$ cat config.mk
export PLATFORM = sky130hd
export DESIGN_NAME = cls_update_scheduler_flat
export DESIGN_NICKNAME = d
export VERILOG_FILES = /design/src/rtl/cls_sched_pkg.sv /design/src/rtl/cls_update_scheduler_if.sv /design/src/rtl/cls_refresh_timer.sv /design/src/rtl/cls_update_scheduler.sv /design/src/flat_wrapper.sv
export SDC_FILE = /design/constraint.sdc
export NUM_CORES = 1
export LEC_CHECK = 0
export ABC_AREA = 1
export CAP_MARGIN = 5
export CORE_MARGIN = 2
export CORE_UTILIZATION = 53
export CTS_CLUSTER_SIZE = 24
export DETAILED_ROUTE_END_ITERATION = 6
export PLACE_DENSITY_LB_ADDON = 0.15
export REMOVE_ABC_BUFFERS = 1
export SYNTH_ARGS = -nofsm -noshare
export SYNTH_HDL_FRONTEND = slang
export SYNTH_HIERARCHICAL = 1
export SYNTH_SLANG_ARGS = --single-unit
$ cat constraint.sdc
create_clock -name i_ext_spi_clk_x -period 3.6 [get_ports i_ext_spi_clk_x]
set_input_delay 0.72 -clock i_ext_spi_clk_x [delete_from_list [all_inputs] [get_ports i_ext_spi_clk_x]]
set_output_delay 0.72 -clock i_ext_spi_clk_x [all_outputs]
set_load 0.1 [all_outputs]
$ cat src/rtl/cls_sched_pkg.sv
// Shared types and constants for the LCD update scheduler.
//   t_cls_sched_state : FSM state encoding
//   t_cls_target      : one-hot command target, bit-aligned with o_pending
//   ASCII_SPACE/TEXT_BLANK : reset value of the text registers
//   ACCEPT_TIMEOUT    : ce cycles to wait for the driver to take a strobe
//   refresh_tc()      : refresh terminal count, saturated to REFRESH_W bits
package cls_sched_pkg;

  typedef enum logic [1:0] {
    ST_IDLE,
    ST_ISSUE,
    ST_WAIT_ACCEPT,
    ST_WAIT_DONE
  } t_cls_sched_state;

  localparam logic [7:0]   ASCII_SPACE = 8'h20;
  localparam logic [127:0] TEXT_BLANK  = {16{ASCII_SPACE}};

  // Target encoding matches o_pending = {clear, line1, line2}, so a target
  // can be OR'd into / masked out of the pending vector directly.
  typedef logic [2:0] t_cls_target;
  localparam t_cls_target TGT_NONE  = 3'b000;
  localparam t_cls_target TGT_LINE2 = 3'b001;
  localparam t_cls_target TGT_LINE1 = 3'b010;
  localparam t_cls_target TGT_CLEAR = 3'b100;

  localparam int ACCEPT_TIMEOUT = 8;
  localparam int TO_W           = $clog2(ACCEPT_TIMEOUT);

  localparam int     REFRESH_W   = 24;
  localparam longint REFRESH_MAX = 64'sd16777215;  // 2^24 - 1

  // (fclk/1000 * ms) - 1, optionally /100 for fast simulation, clamped.
  function automatic logic [REFRESH_W-1:0] refresh_tc(input int fclk_hz,
                                                      input int period_ms,
                                                      input bit fast);
    longint tc;
    tc = (longint'(fclk_hz) / 64'sd1000) * longint'(period_ms) - 64'sd1;
    if (fast) tc = tc / 64'sd100;
    if (tc < 64'sd0) tc = 64'sd0;
    if (tc > REFRESH_MAX) tc = REFRESH_MAX;
    return tc[REFRESH_W-1:0];
  endfunction

  // Fixed priority: clear > line1 > line2.
  function automatic t_cls_target pick_target(input logic [2:0] pend);
    if (pend[2])      return TGT_CLEAR;
    else if (pend[1]) return TGT_LINE1;
    else if (pend[0]) return TGT_LINE2;
    else              return TGT_NONE;
  endfunction

endpackage

$ cat src/rtl/cls_update_scheduler_if.sv
// Request / LCD-driver bundle of the update scheduler.
//   master : request source and driver-ready side (drives i_*)
//   slave  : the scheduler (drives o_*)
interface cls_update_scheduler_if;
  logic         i_req_clear;
  logic         i_req_line1;
  logic         i_req_line2;
  logic [127:0] i_dat_line1;
  logic [127:0] i_dat_line2;
  logic         o_busy;
  logic [2:0]   o_pending;
  logic         i_command_ready;
  logic         o_cmd_wr_clear_display;
  logic         o_cmd_wr_text_line1;
  logic         o_cmd_wr_text_line2;
  logic [127:0] o_dat_ascii_line1;
  logic [127:0] o_dat_ascii_line2;

  modport master (
    output i_req_clear, i_req_line1, i_req_line2, i_dat_line1, i_dat_line2,
           i_command_ready,
    input  o_busy, o_pending, o_cmd_wr_clear_display, o_cmd_wr_text_line1,
           o_cmd_wr_text_line2, o_dat_ascii_line1, o_dat_ascii_line2
  );

  modport slave (
    input  i_req_clear, i_req_line1, i_req_line2, i_dat_line1, i_dat_line2,
           i_command_ready,
    output o_busy, o_pending, o_cmd_wr_clear_display, o_cmd_wr_text_line1,
           o_cmd_wr_text_line2, o_dat_ascii_line1, o_dat_ascii_line2
  );
endinterface

$ cat src/rtl/cls_refresh_timer.sv
// Clock-enable gated free-running counter, 0..TC, with a one-ce terminal pulse.
//   clk, srst : clock, synchronous active-high reset
//   ce        : count enable
//   tick      : high on the ce cycle where the count sits at TC (then wraps)
// EN=0 freezes the counter and suppresses tick.
import cls_sched_pkg::*;

module cls_refresh_timer #(
  parameter bit                   EN = 1'b1,
  parameter logic [REFRESH_W-1:0] TC = '0
) (
  input  logic clk,
  input  logic srst,
  input  logic ce,
  output logic tick
);

  logic [REFRESH_W-1:0] cnt_q;

  assign tick = EN && ce && (cnt_q == TC);

  always_ff @(posedge clk) begin
    if (srst)           cnt_q <= '0;
    else if (EN && ce)  cnt_q <= (cnt_q == TC) ? '0 : cnt_q + 1'b1;
  end

endmodule

$ cat src/rtl/cls_update_scheduler.sv
// Serialises clear / line1 / line2 update requests onto a single LCD driver.
//   i_ext_spi_clk_x : clock
//   i_srst          : synchronous active-high reset
//   i_spi_ce_4x     : clock enable for the FSM and refresh timer
//   bus (slave)     : request pulses + text in, pending/busy status,
//                     one-ce command strobes and latched text to the driver
// Requests are captured on every clock (ce or not) into pending flags and
// shadow text; the FSM issues one command at a time, waits for the driver
// to drop ready (accept) and raise it again (done). No accept within
// ACCEPT_TIMEOUT ce cycles re-arms the request for a retry.
import cls_sched_pkg::*;

module cls_update_scheduler #(
  parameter int parm_fast_simulation = 0,
  parameter int FCLK_ce              = 2500000,
  parameter int parm_refresh_ms      = 1000
) (
  input  logic                   i_ext_spi_clk_x,
  input  logic                   i_srst,
  input  logic                   i_spi_ce_4x,
  cls_update_scheduler_if.slave  bus
);

  localparam bit                   REFRESH_EN = (parm_refresh_ms != 0);
  localparam logic [REFRESH_W-1:0] REFRESH_TC =
    refresh_tc(FCLK_ce, parm_refresh_ms, parm_fast_simulation != 0);

  t_cls_sched_state state_q, state_d;
  logic [2:0]       pend_q, pend_d;
  t_cls_target      tgt_q, tgt_d;
  logic [2:0]       strb_q, strb_d;
  logic [TO_W-1:0]  to_cnt_q, to_cnt_d;
  logic [127:0]     shd_line1_q, shd_line2_q;
  logic [127:0]     txt_line1_q, txt_line2_q;
  logic             refresh_tick;
  logic             issue_enter;

  cls_refresh_timer #(
    .EN (REFRESH_EN),
    .TC (REFRESH_TC)
  ) u_refresh (
    .clk  (i_ext_spi_clk_x),
    .srst (i_srst),
    .ce   (i_spi_ce_4x),
    .tick (refresh_tick)
  );

  // State register
  always_ff @(posedge i_ext_spi_clk_x) begin
    if (i_srst) state_q <= ST_IDLE;
    else        state_q <= state_d;
  end

  // Next state; only moves on ce cycles
  always_comb begin
    state_d = state_q;
    if (i_spi_ce_4x) begin
      case (state_q)
        ST_IDLE:
          if ((|pend_q) && bus.i_command_ready) state_d = ST_ISSUE;
        ST_ISSUE:
          state_d = ST_WAIT_ACCEPT;
        ST_WAIT_ACCEPT:
          if (!bus.i_command_ready)                         state_d = ST_WAIT_DONE;
          else if (to_cnt_q == TO_W'(ACCEPT_TIMEOUT - 1))   state_d = ST_IDLE;
        ST_WAIT_DONE:
          if (bus.i_command_ready) state_d = ST_IDLE;
        default:
          state_d = ST_IDLE;
      endcase
    end
  end

  assign issue_enter = (state_q == ST_IDLE) && (state_d == ST_ISSUE);

  // Outputs / datapath next values
  always_comb begin
    tgt_d    = tgt_q;
    to_cnt_d = to_cnt_q;
    pend_d   = pend_q;
    if (i_spi_ce_4x) begin
      case (state_q)
        ST_IDLE:
          if (issue_enter) tgt_d = pick_target(pend_q);
        ST_ISSUE: begin
          pend_d   = pend_q & ~tgt_q;
          to_cnt_d = '0;
        end
        ST_WAIT_ACCEPT:
          if (bus.i_command_ready) begin
            if (state_d == ST_IDLE) pend_d = pend_q | tgt_q;  // retry
            else                    to_cnt_d = to_cnt_q + 1'b1;
          end
        default: ;
      endcase
    end
    // Set terms come last so a fresh request beats the ISSUE-cycle clear.
    if (refresh_tick)    pend_d = pend_d | TGT_LINE1 | TGT_LINE2;
    if (bus.i_req_clear) pend_d = pend_d | TGT_CLEAR;
    if (bus.i_req_line1) pend_d = pend_d | TGT_LINE1;
    if (bus.i_req_line2) pend_d = pend_d | TGT_LINE2;
    // Strobes are registered from next-state so they are glitch-free and
    // high exactly while the FSM sits in ST_ISSUE.
    strb_d = (state_d == ST_ISSUE) ? tgt_d : TGT_NONE;
  end

  always_ff @(posedge i_ext_spi_clk_x) begin
    if (i_srst) begin
      pend_q      <= '0;
      tgt_q       <= TGT_NONE;
      strb_q      <= '0;
      to_cnt_q    <= '0;
      shd_line1_q <= TEXT_BLANK;
      shd_line2_q <= TEXT_BLANK;
      txt_line1_q <= TEXT_BLANK;
      txt_line2_q <= TEXT_BLANK;
    end else begin
      pend_q   <= pend_d;
      tgt_q    <= tgt_d;
      strb_q   <= strb_d;
      to_cnt_q <= to_cnt_d;
      if (bus.i_req_line1) shd_line1_q <= bus.i_dat_line1;
      if (bus.i_req_line2) shd_line2_q <= bus.i_dat_line2;
      // Presented text only changes on entry to ISSUE for that line.
      if (issue_enter && tgt_d == TGT_LINE1) txt_line1_q <= shd_line1_q;
      if (issue_enter && tgt_d == TGT_LINE2) txt_line2_q <= shd_line2_q;
    end
  end

  assign bus.o_pending              = pend_q;
  assign bus.o_busy                 = (|pend_q) || (state_q != ST_IDLE);
  assign bus.o_cmd_wr_clear_display = strb_q[2];
  assign bus.o_cmd_wr_text_line1    = strb_q[1];
  assign bus.o_cmd_wr_text_line2    = strb_q[0];
  assign bus.o_dat_ascii_line1      = txt_line1_q;
  assign bus.o_dat_ascii_line2      = txt_line2_q;

endmodule
$ cat src/flat_wrapper.sv
// flat-port wrapper written by rule: the top's interface ports become plain ports
module cls_update_scheduler_flat 
#(
  parameter int parm_fast_simulation = 0,
  parameter int FCLK_ce              = 2500000,
  parameter int parm_refresh_ms      = 1000
)
  (i_ext_spi_clk_x, i_srst, i_spi_ce_4x, bus_i_req_clear, bus_i_req_line1, bus_i_req_line2, bus_i_dat_line1, bus_i_dat_line2, bus_i_command_ready, bus_o_busy, bus_o_pending, bus_o_cmd_wr_clear_display, bus_o_cmd_wr_text_line1, bus_o_cmd_wr_text_line2, bus_o_dat_ascii_line1, bus_o_dat_ascii_line2);
  cls_update_scheduler_if bus_i ();
  input  logic i_ext_spi_clk_x;
  input  logic i_srst;
  input  logic i_spi_ce_4x;
  input wire logic [$bits(bus_i.i_req_clear)-1:0] bus_i_req_clear;
  input wire logic [$bits(bus_i.i_req_line1)-1:0] bus_i_req_line1;
  input wire logic [$bits(bus_i.i_req_line2)-1:0] bus_i_req_line2;
  input wire logic [$bits(bus_i.i_dat_line1)-1:0] bus_i_dat_line1;
  input wire logic [$bits(bus_i.i_dat_line2)-1:0] bus_i_dat_line2;
  input wire logic [$bits(bus_i.i_command_ready)-1:0] bus_i_command_ready;
  output wire logic [$bits(bus_i.o_busy)-1:0] bus_o_busy;
  output wire logic [$bits(bus_i.o_pending)-1:0] bus_o_pending;
  output wire logic [$bits(bus_i.o_cmd_wr_clear_display)-1:0] bus_o_cmd_wr_clear_display;
  output wire logic [$bits(bus_i.o_cmd_wr_text_line1)-1:0] bus_o_cmd_wr_text_line1;
  output wire logic [$bits(bus_i.o_cmd_wr_text_line2)-1:0] bus_o_cmd_wr_text_line2;
  output wire logic [$bits(bus_i.o_dat_ascii_line1)-1:0] bus_o_dat_ascii_line1;
  output wire logic [$bits(bus_i.o_dat_ascii_line2)-1:0] bus_o_dat_ascii_line2;
  assign bus_i.i_req_clear = bus_i_req_clear;
  assign bus_i.i_req_line1 = bus_i_req_line1;
  assign bus_i.i_req_line2 = bus_i_req_line2;
  assign bus_i.i_dat_line1 = bus_i_dat_line1;
  assign bus_i.i_dat_line2 = bus_i_dat_line2;
  assign bus_i.i_command_ready = bus_i_command_ready;
  assign bus_o_busy = bus_i.o_busy;
  assign bus_o_pending = bus_i.o_pending;
  assign bus_o_cmd_wr_clear_display = bus_i.o_cmd_wr_clear_display;
  assign bus_o_cmd_wr_text_line1 = bus_i.o_cmd_wr_text_line1;
  assign bus_o_cmd_wr_text_line2 = bus_i.o_cmd_wr_text_line2;
  assign bus_o_dat_ascii_line1 = bus_i.o_dat_ascii_line1;
  assign bus_o_dat_ascii_line2 = bus_i.o_dat_ascii_line2;
  cls_update_scheduler #(.parm_fast_simulation(parm_fast_simulation), .FCLK_ce(FCLK_ce), .parm_refresh_ms(parm_refresh_ms)) u_core (.i_ext_spi_clk_x(i_ext_spi_clk_x), .i_srst(i_srst), .i_spi_ce_4x(i_spi_ce_4x), .bus(bus_i));
endmodule
==> results.toml <==
[finish]
mostFrequentLayoutCells = "550 x dfxtp_1, 509 x nor2_1, 497 x clkdlybuf4s50_1"
drive_gt1_share_pct = 5.87
area_growth_pct = 35.9
multi_input_area_um2 = 8010
register_area_um2 = 11000
utilization_pct = 73.3
nets = 3518
nFillCells = 2968
design_area_um2 = 28500
final_common_cell = "dfxtp_1"

[cts]
cts_setup_buffers = 0
clk_pin_slew_ns = 0.06
clock_latency_ns = 0.59
cts-root-buf = "clkbuf_16"
cts-resized-gates = 0
cts_sinks = 550
htree_num_levels = 2
ctsHoldBuffers = 0
clockBufferDepth = 3
cts_tree = "built"
cts-buffers-inserted = 54

[drt]
drc = 0
via_per_inst = 5.25
first_iter_violations = 1537
ant_nets = 0
drt_first_pass_iters = 5
wl_per_cell_um = 16.5
route.vias.total = 20088
totalWireLength_um = 63300

[synthesis]
syn_area_per_cell_um2 = 7.45
yosys_warnings = 6
synth_cell_types = 34
post-synth-top-area-fraction_pct = 52.6
ys_seq_area_share_pct = 52.6
netlist_area_um2 = 20900
synth_area_leaders = "dfxtp_1 53%, nor2_1 9.1%, nand2_1 8.0%"
syn-instance-count = 2809
ys_ff_latch = 550
yosysTopAreaCell = "dfxtp_1"

[sta]
layout_min_cycle_time_ns = 2.93
grt_setup_unrepaired = "false"
drv_slew = 0
relSlewSlack_pct = 27.7
worst_pin_slew_ns = 1.08
final-setup-viol-count = 0
hold_violations = 0
skew_ns = 0.0222
finalCritPeriodShare_pct = 81.3
fmax_ghz = 0.342

[setup_path]
crit_arrival_ns = 2.21
critPathTopFamily = "buffers and inverters"
cp.required_ns = 2.88
cp-start-kind = "flop"
critical-path-max-stage-delay_ns = 1.19
crit_chain = "clkdlybuf4s50_1"
end_kind = "output pin"
critPathKind = "flop to output pin"
crit_buf_inv = 1
path_max_fanout = 5
crit_slowest_cell = "clkdlybuf4s50_1"

[run_status]
outcome = "complete, no violations"

[placement]
place_hpwl_um = 43000
post_dp_cell_area_um2 = 26600
io_buffers = 525
gp_congestion = 0.896

[pwr]
pwr_density_cell_nw_per_um2 = 563
p_leak_nw = 11.6
power.total_mw = 16.0
worst_ir_drop_vdd_mv = 0.394

[die]
start_util_pct = 53.9
die_h_um = 203
coreArea_um2 = 38800
rows = 72
die_w_um = 203
ioPinCount = 526
die-area_um2 = 41100

[flow_run]
cap_violations = 0

[global_routing]
grt_start_max_net_pins = 104
grt_pass1_wl_um = 97900
grt_pass1_vias = 18872
grt-ovfl-total = 0
antenna_found_initial = 19
grt_usage_pct = 29.5

[min_path]
hp-class = "flop to flop"
-- worst min-delay path: cells and delay by family, from the launching register on --
kind            cells  cell delay, ns
flops               1            0.30
buf+inv             1            0.06
compound gates      1            0.06
-- cell usage after synthesis --
| master | n |
|---|---|
| o21ai_1 | 1 |
| buf_6 | 10 |
| a21oi_1 | 241 |
| nand2_1 | 446 |
| nor2_4 | 6 |
| o211ai_1 | 1 |
| o22ai_1 | 1 |
| clkbuf_1 | 97 |
| nand3_1 | 311 |
| or2_2 | 2 |
| nor2b_1 | 1 |
| buf_1 | 24 |
| inv_1 | 269 |
| buf_2 | 48 |
| dfxtp_1 | 550 |
| nor2_2 | 7 |
| nand2_2 | 6 |
| inv_2 | 1 |
| nand3b_1 | 2 |
| o211a_1 | 1 |
| nand4_2 | 1 |
| nor2_1 | 510 |
| clkinv_1 | 2 |
| xor2_1 | 8 |
| o21bai_2 | 1 |
| ha_1 | 8 |
| buf_4 | 14 |
| and2_4 | 1 |
| nand3_4 | 1 |
| o21ai_0 | 226 |
| a31oi_1 | 2 |
| nand4_1 | 3 |
| nor3_1 | 5 |
| xnor2_1 | 2 |
-- layout make-up --
| type | count | area share [%] |
|---|---|---|
| timing repair buffer | 575 | 20.7 |
| antenna | 17 | 0.150 |
| multi-input combinational | 1794 | 28.2 |
| inverter | 272 | 3.65 |
| clock buffer | 81 | 5.64 |
| tap | 518 | 2.28 |
| sequential | 550 | 38.7 |
| clock inverter | 18 | 0.704 |
-- path summary, 6_finish.rpt --
kind                                              from                                       endpoint  slack, ns  depth (start not counted)
setup / recovery  u_core/bus.o_pending[2]$_SDFFE_PP0P_                               bus_o_pending[2]       0.67                          1
hold reg to reg    u_core/shd_line2_q[62]$_SDFFE_PP0P_            u_core/shd_line2_q[62]$_SDFFE_PP0P_       0.45                          2
hold / removal     u_core/shd_line2_q[62]$_SDFFE_PP0P_            u_core/shd_line2_q[62]$_SDFFE_PP0P_       0.45                          2
setup reg to reg          u_core/state_q[0]$_SDFF_PP0_  u_core/bus.o_dat_ascii_line1[45]$_SDFFE_PP1P_       0.70                         15
-- cells by family after synthesis --
family,Yosys count,synth area share (%)
flops,550,52.6
simple gates,1302,25.8
fa+ha+maj,8,0.478
buf+inv,465,9.24
compound gates,474,11.4
xor+xnor,10,0.418
-- sequential cells by signal (all words and copies together) (netlist names) --
name	count
u_core/bus.o_dat_ascii_line1	128
u_core/bus.o_dat_ascii_line2	128
u_core/shd_line1_q	128
u_core/shd_line2_q	128
u_core/u_refresh/cnt_q	24
u_core/bus.o_pending	3
u_core/strb_q	3
u_core/tgt_q	3
u_core/to_cnt_q	3
u_core/state_q	2
-- per-stage QoR --
stage	hold slack [ns]	instances	setup WS [ns]	TNS (ns)
6_report	0.453	3825	0.673	0
5_1_grt	0.471	3823	0.402	0
4_1_cts	0.456	3808	0.635	0
3_5_place_dp	0.443	3709	0.269	0
3_3_place_gp	0.439	3709	0.423	0
2_1_floorplan	0.429	2616	-2.78	-804.44
-- power by group --
part	internal (mW)	switching, mW	total [mW]	leakage, nW
Clock	3.36	2.34	5.70	0.895
Combinational	1.07	2.59	3.66	6.17
Sequential	6.47	0.173	6.65	4.51
Total	10.9	5.11	16.0	11.6
-- metal layers --
| metal | up-vias | wire [um] | GRT usage (%) |
|---|---|---|---|
| met4 | 6 | 2920 | 14.2 |
| met5 | - | 39 | 0 |
| met1 | 9338 | 25500 | 36.5 |
| met3 | 165 | 4580 | 6.02 |
| li1 | 9789 | - | - |
| met2 | 790 | 30200 | 49.3 |
No activity file was read; power rests on OpenSTA's default activity.
